[config.mk]
export PLATFORM = sky130hd
export DESIGN_NAME = pipeline_ctrl_flat
export DESIGN_NICKNAME = d
export VERILOG_FILES = /design/src/rtl/pipeline_ctrl_pkg.sv /design/src/rtl/pipeline_ctrl_if.sv /design/src/rtl/pipeline_ctrl_watchdog.sv /design/src/rtl/pipeline_ctrl.sv /design/src/flat_wrapper.sv
export SDC_FILE = /design/constraint.sdc
export NUM_CORES = 1
export LEC_CHECK = 0
export CORE_ASPECT_RATIO = 0.8
export CORE_MARGIN = 8
export CORE_UTILIZATION = 40
export DETAILED_ROUTE_END_ITERATION = 7
export HOLD_SLACK_MARGIN = 0.1
export PLACE_DENSITY = 0.69
export REMOVE_ABC_BUFFERS = 1
export SLEW_MARGIN = 0
export SYNTH_ARGS = -nofsm -noshare
export SYNTH_HDL_FRONTEND = slang
export SYNTH_SLANG_ARGS = --single-unit
[constraint.sdc]
create_clock -name clk -period 3.7 [get_ports clk]
set_input_delay 1.11 -clock clk [delete_from_list [all_inputs] [get_ports clk]]
set_output_delay 1.11 -clock clk [all_outputs]
set_load 0.02 [all_outputs]
[src/rtl/pipeline_ctrl_pkg.sv]
// -----------------------------------------------------------------------------
// pipeline_ctrl_pkg
// Shared definitions for the 5-stage core stall/flush scheduler.
//   STALL_BUS      : width of the per-stage stall vector
//                    (bit0=PC, 1=IF, 2=ID, 3=EX, 4=MEM, 5=WB)
//   STALL_*        : stall vector encodings per winning stall source
//   pctrl_state_t  : scheduler states PCTRL_RUN / PCTRL_FLUSH
//   stall_encode() : priority merge MEM > EX > ID of the stall requests
// -----------------------------------------------------------------------------
package pipeline_ctrl_pkg;

   localparam int STALL_BUS = 6;

   typedef logic [STALL_BUS-1:0] stall_t;

   // A stalled stage also holds every stage upstream of it.
   localparam stall_t STALL_NONE = 6'b000000;
   localparam stall_t STALL_ID   = 6'b000111;
   localparam stall_t STALL_EX   = 6'b001111;
   localparam stall_t STALL_MEM  = 6'b011111;

   typedef enum logic {
      PCTRL_RUN   = 1'b0,
      PCTRL_FLUSH = 1'b1
   } pctrl_state_t;

   function automatic stall_t stall_encode(input logic i_id,
                                           input logic i_ex,
                                           input logic i_mem);
      stall_t w_res;
      if (i_mem)     w_res = STALL_MEM;
      else if (i_ex) w_res = STALL_EX;
      else if (i_id) w_res = STALL_ID;
      else           w_res = STALL_NONE;
      return w_res;
   endfunction

endpackage

[src/rtl/pipeline_ctrl_if.sv]
// -----------------------------------------------------------------------------
// pipeline_ctrl_if
// Bundles the stall/exception request lines from the pipeline stages and the
// stall/flush responses of the scheduler.
//   master modport : pipeline side (drives requests, receives stall/flush)
//   slave  modport : scheduler side (pipeline_ctrl)
// Signals:
//   stall_req_id/ex/mem  stage stall requests
//   exc_req, exc_pc      exception pulse and handler address
//   berr_pc              static bus-error handler address
//   stall[5:0]           per-stage hold vector
//   flush, flush_pc      one-cycle flush and redirect address
//   bus_err              one-cycle watchdog pulse
//   perf_*               perf counters (only with PIPE_CTRL_PERF_EN defined)
// -----------------------------------------------------------------------------
interface pipeline_ctrl_if #(
   parameter int CNT_WIDTH = 16
) ();
   import pipeline_ctrl_pkg::*;

   logic        stall_req_id;
   logic        stall_req_ex;
   logic        stall_req_mem;
   logic        exc_req;
   logic [31:0] exc_pc;
   logic [31:0] berr_pc;
   stall_t      stall;
   logic        flush;
   logic [31:0] flush_pc;
   logic        bus_err;
`ifdef PIPE_CTRL_PERF_EN
   logic [CNT_WIDTH-1:0] perf_id;
   logic [CNT_WIDTH-1:0] perf_ex;
   logic [CNT_WIDTH-1:0] perf_mem;
   logic [CNT_WIDTH-1:0] perf_flush;
`endif

   modport master (
      output stall_req_id, stall_req_ex, stall_req_mem,
      output exc_req, exc_pc, berr_pc,
`ifdef PIPE_CTRL_PERF_EN
      input  perf_id, perf_ex, perf_mem, perf_flush,
`endif
      input  stall, flush, flush_pc, bus_err
   );

   modport slave (
      input  stall_req_id, stall_req_ex, stall_req_mem,
      input  exc_req, exc_pc, berr_pc,
`ifdef PIPE_CTRL_PERF_EN
      output perf_id, perf_ex, perf_mem, perf_flush,
`endif
      output stall, flush, flush_pc, bus_err
   );

endinterface

[src/rtl/pipeline_ctrl_watchdog.sv]
// -----------------------------------------------------------------------------
// pipe_watchdog
// Counts consecutive enabled cycles with the bus busy and raises a
// combinational expiry strobe on the cycle the count reaches TIMEOUT_CYCLES.
// The counter clears whenever the enable or busy drops, and on expiry.
// It saturates rather than wraps.
// Ports:
//   clk, rst_n  clock, asynchronous active-low reset
//   i_en        counting allowed (scheduler in RUN)
//   i_busy      MEM stage waiting on the bus
//   o_expire    timeout reached this cycle
// -----------------------------------------------------------------------------
module pipe_watchdog #(
   parameter int TIMEOUT_CYCLES = 255,
   parameter int CNT_WIDTH      = 16
) (
   input  logic clk,
   input  logic rst_n,
   input  logic i_en,
   input  logic i_busy,
   output logic o_expire
);

   // Expiry fires while the count still holds TIMEOUT_CYCLES-1, so the
   // busy cycle that would make it TIMEOUT_CYCLES is the one that expires.
   localparam logic [CNT_WIDTH-1:0] LP_LAST = CNT_WIDTH'(TIMEOUT_CYCLES - 1);
   localparam logic [CNT_WIDTH-1:0] LP_ONE  = {{(CNT_WIDTH-1){1'b0}}, 1'b1};

   logic [CNT_WIDTH-1:0] r_cnt;
   logic                 w_active;

   assign w_active = i_en & i_busy;
   assign o_expire = w_active & (r_cnt >= LP_LAST);

   always_ff @(posedge clk or negedge rst_n) begin
      if (!rst_n) begin
         r_cnt <= '0;
      end else if (!w_active || o_expire) begin
         r_cnt <= '0;
      end else if (r_cnt != {CNT_WIDTH{1'b1}}) begin
         r_cnt <= r_cnt + LP_ONE;
      end
   end

endmodule

[src/rtl/pipeline_ctrl.sv]
// -----------------------------------------------------------------------------
// pipeline_ctrl
// Central stall/flush scheduler for the 5-stage core.
//   - merges ID/EX/MEM stall requests into one per-stage stall vector
//     (priority MEM > EX > ID, combinational, forced to zero in FLUSH)
//   - sequences exception flushes one cycle after the request; exceptions
//     raised while MEM waits on the bus are deferred (first one wins)
//   - watchdogs MEM bus waits and turns a hung access into a bus-error flush
// Ports:
//   clk    core clock, rising edge
//   rst_n  asynchronous active-low reset
//   bus    pipeline_ctrl_if.slave (requests in, stall/flush/bus_err out)
// Optional build macro: PIPE_CTRL_PERF_EN adds saturating perf counters
//   perf_id/perf_ex/perf_mem (winning stall cause) and perf_flush.
// -----------------------------------------------------------------------------
module pipeline_ctrl
   import pipeline_ctrl_pkg::*;
#(
   parameter int TIMEOUT_CYCLES = 255,
   parameter int CNT_WIDTH      = 16
) (
   input  logic           clk,
   input  logic           rst_n,
   pipeline_ctrl_if.slave bus
);

   pctrl_state_t r_state;
   pctrl_state_t w_state_nxt;
   logic         r_pend;
   logic         w_pend_nxt;
   logic [31:0]  r_pend_pc;
   logic [31:0]  w_pend_pc_nxt;
   logic [31:0]  r_flush_pc;
   logic [31:0]  w_flush_pc_nxt;
   logic         r_bus_err;
   logic         w_bus_err_nxt;
   logic         w_run;
   logic         w_expire;

   assign w_run = (r_state == PCTRL_RUN);

   pipe_watchdog #(
      .TIMEOUT_CYCLES (TIMEOUT_CYCLES),
      .CNT_WIDTH      (CNT_WIDTH)
   ) u_watchdog (
      .clk      (clk),
      .rst_n    (rst_n),
      .i_en     (w_run),
      .i_busy   (bus.stall_req_mem),
      .o_expire (w_expire)
   );

   always_ff @(posedge clk or negedge rst_n) begin
      if (!rst_n) begin
         r_state    <= PCTRL_RUN;
         r_pend     <= 1'b0;
         r_pend_pc  <= '0;
         r_flush_pc <= '0;
         r_bus_err  <= 1'b0;
      end else begin
         r_state    <= w_state_nxt;
         r_pend     <= w_pend_nxt;
         r_pend_pc  <= w_pend_pc_nxt;
         r_flush_pc <= w_flush_pc_nxt;
         r_bus_err  <= w_bus_err_nxt;
      end
   end

   always_comb begin
      w_state_nxt    = r_state;
      w_pend_nxt     = r_pend;
      w_pend_pc_nxt  = r_pend_pc;
      w_flush_pc_nxt = r_flush_pc;
      w_bus_err_nxt  = 1'b0;
      unique case (r_state)
         PCTRL_RUN: begin
            if (w_expire) begin
               // A hung access overrides any pending or same-cycle exception.
               w_state_nxt    = PCTRL_FLUSH;
               w_flush_pc_nxt = bus.berr_pc;
               w_bus_err_nxt  = 1'b1;
               w_pend_nxt     = 1'b0;
            end else if (!bus.stall_req_mem && (r_pend || bus.exc_req)) begin
               w_state_nxt    = PCTRL_FLUSH;
               w_flush_pc_nxt = r_pend ? r_pend_pc : bus.exc_pc;
               w_pend_nxt     = 1'b0;
            end else if (bus.stall_req_mem && bus.exc_req && !r_pend) begin
               // Let the MEM access finish; the first deferred exception wins.
               w_pend_nxt    = 1'b1;
               w_pend_pc_nxt = bus.exc_pc;
            end
         end
         PCTRL_FLUSH: begin
            w_state_nxt = PCTRL_RUN;
         end
         default: begin
            w_state_nxt = PCTRL_RUN;
         end
      endcase
   end

   assign bus.stall    = w_run ? stall_encode(bus.stall_req_id, bus.stall_req_ex,
                                              bus.stall_req_mem)
                               : STALL_NONE;
   assign bus.flush    = (r_state == PCTRL_FLUSH);
   assign bus.flush_pc = r_flush_pc;
   assign bus.bus_err  = r_bus_err;

`ifdef PIPE_CTRL_PERF_EN
   localparam logic [CNT_WIDTH-1:0] LP_ONE = {{(CNT_WIDTH-1){1'b0}}, 1'b1};

   logic [CNT_WIDTH-1:0] r_perf_id;
   logic [CNT_WIDTH-1:0] r_perf_ex;
   logic [CNT_WIDTH-1:0] r_perf_mem;
   logic [CNT_WIDTH-1:0] r_perf_flush;
   logic                 w_flush_entry;

   function automatic logic [CNT_WIDTH-1:0] sat_inc(input logic [CNT_WIDTH-1:0] i_v);
      return (&i_v) ? i_v : i_v + LP_ONE;
   endfunction

   assign w_flush_entry = w_run && (w_state_nxt == PCTRL_FLUSH);

   always_ff @(posedge clk or negedge rst_n) begin
      if (!rst_n) begin
         r_perf_id    <= '0;
         r_perf_ex    <= '0;
         r_perf_mem   <= '0;
         r_perf_flush <= '0;
      end else begin
         // Only the winning cause of a RUN-state stall is counted.
         if (w_run) begin
            if (bus.stall_req_mem)     r_perf_mem <= sat_inc(r_perf_mem);
            else if (bus.stall_req_ex) r_perf_ex  <= sat_inc(r_perf_ex);
            else if (bus.stall_req_id) r_perf_id  <= sat_inc(r_perf_id);
         end
         if (w_flush_entry) r_perf_flush <= sat_inc(r_perf_flush);
      end
   end

   assign bus.perf_id    = r_perf_id;
   assign bus.perf_ex    = r_perf_ex;
   assign bus.perf_mem   = r_perf_mem;
   assign bus.perf_flush = r_perf_flush;
`endif

endmodule

[src/flat_wrapper.sv]
// flat-port wrapper written by rule: the top's interface ports become plain ports
module pipeline_ctrl_flat import pipeline_ctrl_pkg::*;
#(
   parameter int TIMEOUT_CYCLES = 255,
   parameter int CNT_WIDTH      = 16
)
  (clk, rst_n, bus_stall_req_id, bus_stall_req_ex, bus_stall_req_mem, bus_exc_req, bus_exc_pc, bus_berr_pc, bus_stall, bus_flush, bus_flush_pc, bus_bus_err);
  pipeline_ctrl_if #(.CNT_WIDTH(CNT_WIDTH)) bus_i ();
  input  logic clk;
  input  logic rst_n;
  input wire logic [$bits(bus_i.stall_req_id)-1:0] bus_stall_req_id;
  input wire logic [$bits(bus_i.stall_req_ex)-1:0] bus_stall_req_ex;
  input wire logic [$bits(bus_i.stall_req_mem)-1:0] bus_stall_req_mem;
  input wire logic [$bits(bus_i.exc_req)-1:0] bus_exc_req;
  input wire logic [$bits(bus_i.exc_pc)-1:0] bus_exc_pc;
  input wire logic [$bits(bus_i.berr_pc)-1:0] bus_berr_pc;
  output wire logic [$bits(bus_i.stall)-1:0] bus_stall;
  output wire logic [$bits(bus_i.flush)-1:0] bus_flush;
  output wire logic [$bits(bus_i.flush_pc)-1:0] bus_flush_pc;
  output wire logic [$bits(bus_i.bus_err)-1:0] bus_bus_err;
  assign bus_i.stall_req_id = bus_stall_req_id;
  assign bus_i.stall_req_ex = bus_stall_req_ex;
  assign bus_i.stall_req_mem = bus_stall_req_mem;
  assign bus_i.exc_req = bus_exc_req;
  assign bus_i.exc_pc = bus_exc_pc;
  assign bus_i.berr_pc = bus_berr_pc;
  assign bus_stall = bus_i.stall;
  assign bus_flush = bus_i.flush;
  assign bus_flush_pc = bus_i.flush_pc;
  assign bus_bus_err = bus_i.bus_err;
  pipeline_ctrl #(.TIMEOUT_CYCLES(TIMEOUT_CYCLES), .CNT_WIDTH(CNT_WIDTH)) u_core (.clk(clk), .rst_n(rst_n), .bus(bus_i));
endmodule
==> results of run 1 <==
==> worst max-delay path: stages <==
cell	delay, ps
clkdlybuf4s50_1	570
nand2_1	120
inv_2	100
clkdlybuf4s50_1	610
==> routing by layer <==
layer / vias up / global-route usage, % / wire [um] / share of wire, %
met1: 1328 / 18.7 / 4280 / 47
met2: 84 / 22.6 / 4200 / 46
met4: 0 / 5.74 / 159 / 1.7
met5: - / 0 / 0 / 0
li1: 1296 / - / - / -
met3: 9 / 4.56 / 545 / 5.9
==> layout make-up <==
class / instances / area share, %
Sequential cell: 83 / 38.5
Multi-Input combinational cell: 188 / 31.3
Timing Repair Buffer: 117 / 21.4
Clock buffer: 10 / 4.43
Tap cell: 119 / 2.76
Clock inverter: 3 / 1.21
Inverter: 6 / 0.418
==> flip-flops by register name (all words and copies together), names as in the netlist <==
name                     flops
u_core.bus.flush_pc         32
u_core.bus.flush             1
u_core.u_watchdog.r_cnt     16
u_core.r_pend_pc            32
u_core.bus.bus_err           1
u_core.r_pend                1
==> cell usage after synthesis (all sizes together) <==
| cell type | n |
|---|---|
| a21oi | 7 |
| and3 | 1 |
| buf | 16 |
| clkbuf | 4 |
| conb | 1 |
| dfrtp | 83 |
| ha | 2 |
| inv | 6 |
| mux2 | 32 |
| mux2i | 32 |
| nand2 | 34 |
| nand2b | 1 |
| nand3 | 3 |
| nand4 | 4 |
| nor2 | 10 |
| nor3 | 2 |
| nor3b | 1 |
| nor4 | 3 |
| o2111ai | 1 |
| o211a | 1 |
| o211ai | 1 |
| o21ai | 3 |
| o21ba | 1 |
| o21bai | 1 |
| o221a | 32 |
| o31ai | 2 |
| or3 | 4 |
| or4 | 1 |
| xor2 | 1 |
==> worst min path at each step <==
stage | depth (start not counted) | to | start
floorplan | 1 | u_core.r_pend_pc[29] | u_core.r_pend_pc[29]
global placement | 1 | u_core.r_pend_pc[30] | u_core.r_pend_pc[30]
detailed placement | 1 | u_core.r_pend_pc[24] | u_core.r_pend_pc[24]
finish | 1 | u_core.r_pend_pc[18] | u_core.r_pend_pc[18]
global route | 1 | u_core.r_pend_pc[24] | u_core.r_pend_pc[24]
CTS | 1 | u_core.r_pend_pc[0] | u_core.r_pend_pc[0]
==> power by group <==
group          leakage, nW  switching (W)  internal [W]
clock network        0.150       0.000336      0.000597
logic                 1.07       0.000316      0.000397
registers             1.05      0.0000986       0.00102
==> through the flow <==
step / hold slack, ps / utilization (%) / total power, W / area, um2
floorplan: 480 / - / 0.00147 / 3780
global placement: 489 / 53.3 / 0.00184 / 5080
detailed placement: 493 / 53.3 / 0.00186 / 5080
CTS: 511 / 56.5 / 0.00280 / 5390
global route: 522 / 56.6 / 0.00289 / 5390
finish: 508 / 56.6 / 0.00277 / 5390
==> logic make-up (layout without fill, tap and decap cells) <==
| logic type | Yosys count | in the layout |
|---|---|---|
| AOI/OAI and AO/OA | 49 | 49 |
| xor gates and xnor gates | 1 | 1 |
| adders and majority gates | 2 | 2 |
| buffers and inverters | 26 | 136 |
| DFF | 83 | 83 |
| muxes | 64 | 64 |
| other | 1 | 8 |
| and+or+nand+nor | 64 | 64 |
==> results.cfg, run 1 <==
[synthesis]
synth_area_per_cell_um2 = 13.4
synth_xor_area_share_pct = 0.226
synthCells = 290
synth_compound_area_share_pct = 12.6
postSynthRegisterBits = 83
synth-adder-area-share_pct = 0.646
synth_mux_area_share_pct = 20.5
synth.distinct_cells = 36
synth_top_cell_by_area = dfrtp_1
synth_area_um2 = 3870
synth_top_family_by_area = multiplexers
synthSimpleGateAreaFrac_pct = 8.63
synth_area_leaders = dfrtp_1, mux2_4, o221a_2, mux2i_1, nand2_1
synth_top_area_share_pct = 53.6
yosysSeqAreaShare_pct = 53.6
yosys_warnings = 0

[critical_path]
r2r-start = u_core.u_watchdog.r_cnt[0]
crit_start = bus_stall_req_mem
reg2reg_depth = 7
reg2reg_slack_ps = 1350
path_max_fanout = 5
r2r-end = u_core.r_pend_pc[30]
arrival_ps = 2510
critPathKind = in -> out
cp.required_ps = 2590
worstSetupEndpointType = primary output
crit_path_end = bus_stall[4]
start_kind = primary input

[layout]
fillers = 801
final_common_cell = clkdlybuf4s50_1
antenna_cells = 0
multi_input_area_um2 = 1690
instances_no_fill = 526
final_cell_mix = clkdlybuf4s50_1, dfrtp_1, nand2_1
ff_latch_area_um2 = 2080
fin_nets = 477
drive_gt1_share_pct = 23.8
area_growth_pct = 39.3

[clocking]
cts_buffers = 9
post_cts_resized = 0
cts.sinks = 83
post_cts_buffers = 0
cts_hold_buf = 0
path_clk_slew_ps = 50
clkLatencyLatePin_ps = 320
cts_tree = done
htreeDepth = 3
cts_buffer_depth = 2
root_buffer = clkbuf_16

[timing]
fmax_ghz = 0.276
min_period_over_period_pct = 98.0
report.final.slew_viol_count = 0
worst_pin_slew_ps = 1070
period_minus_slack_ps = 3620
setup-tns-final_ps = 0
setup_viol = 0
fin_ws_ps = 75.3
rsz0062_at_grt = false
slew_headroom_pct = 28.4
skew_ps = 6.81
finalHoldViolations = 0

[pwr]
cellPowerDensity_nw_per_um2 = 513
ir_drop_uv = 275
p_leak_nw = 2.27

[grt]
grt_antenna_before_repair = 0
first_global_vias = 2999
grtUsageTotal_pct = 14.6
grt-ovfl-total = 0
grt_pass1_wl_mm = 15.6
grt_max_degree = 48

[floorplanning]
die_h_um = 104
io_pins = 110
core-area_um2 = 9530
dieArea_um2 = 13100
rows = 32
die_x_um = 126
initial_core_util_pct = 40.6

[place]
dp_cells = 513
port_buffers = 108
hpwlAfterDp_mm = 6.32
pre_cts_ws_ps = 13.1
gp_congestion = 0.742

[hold_path]
hold_class = reg -> reg

[detailed_routing]
first_pass_iters = 4
routed_wl_mm = 9.19
ant_nets = 0
drc = 0
num_vias = 2717
initialDrtViolationCount = 111
viasPerCell = 5.17
routedWlPerCell_um = 17.5

[job]
cap_violations = 0

[outcome]
status = complete, no violations
(Power assumes the default switching activity.)
==> inputs of run 2 (changes only) <==
CAP_MARGIN = 15   (was not set)
==> results of run 2 <==
No change in the layout: final DEF, timing and power equal those of run 1.
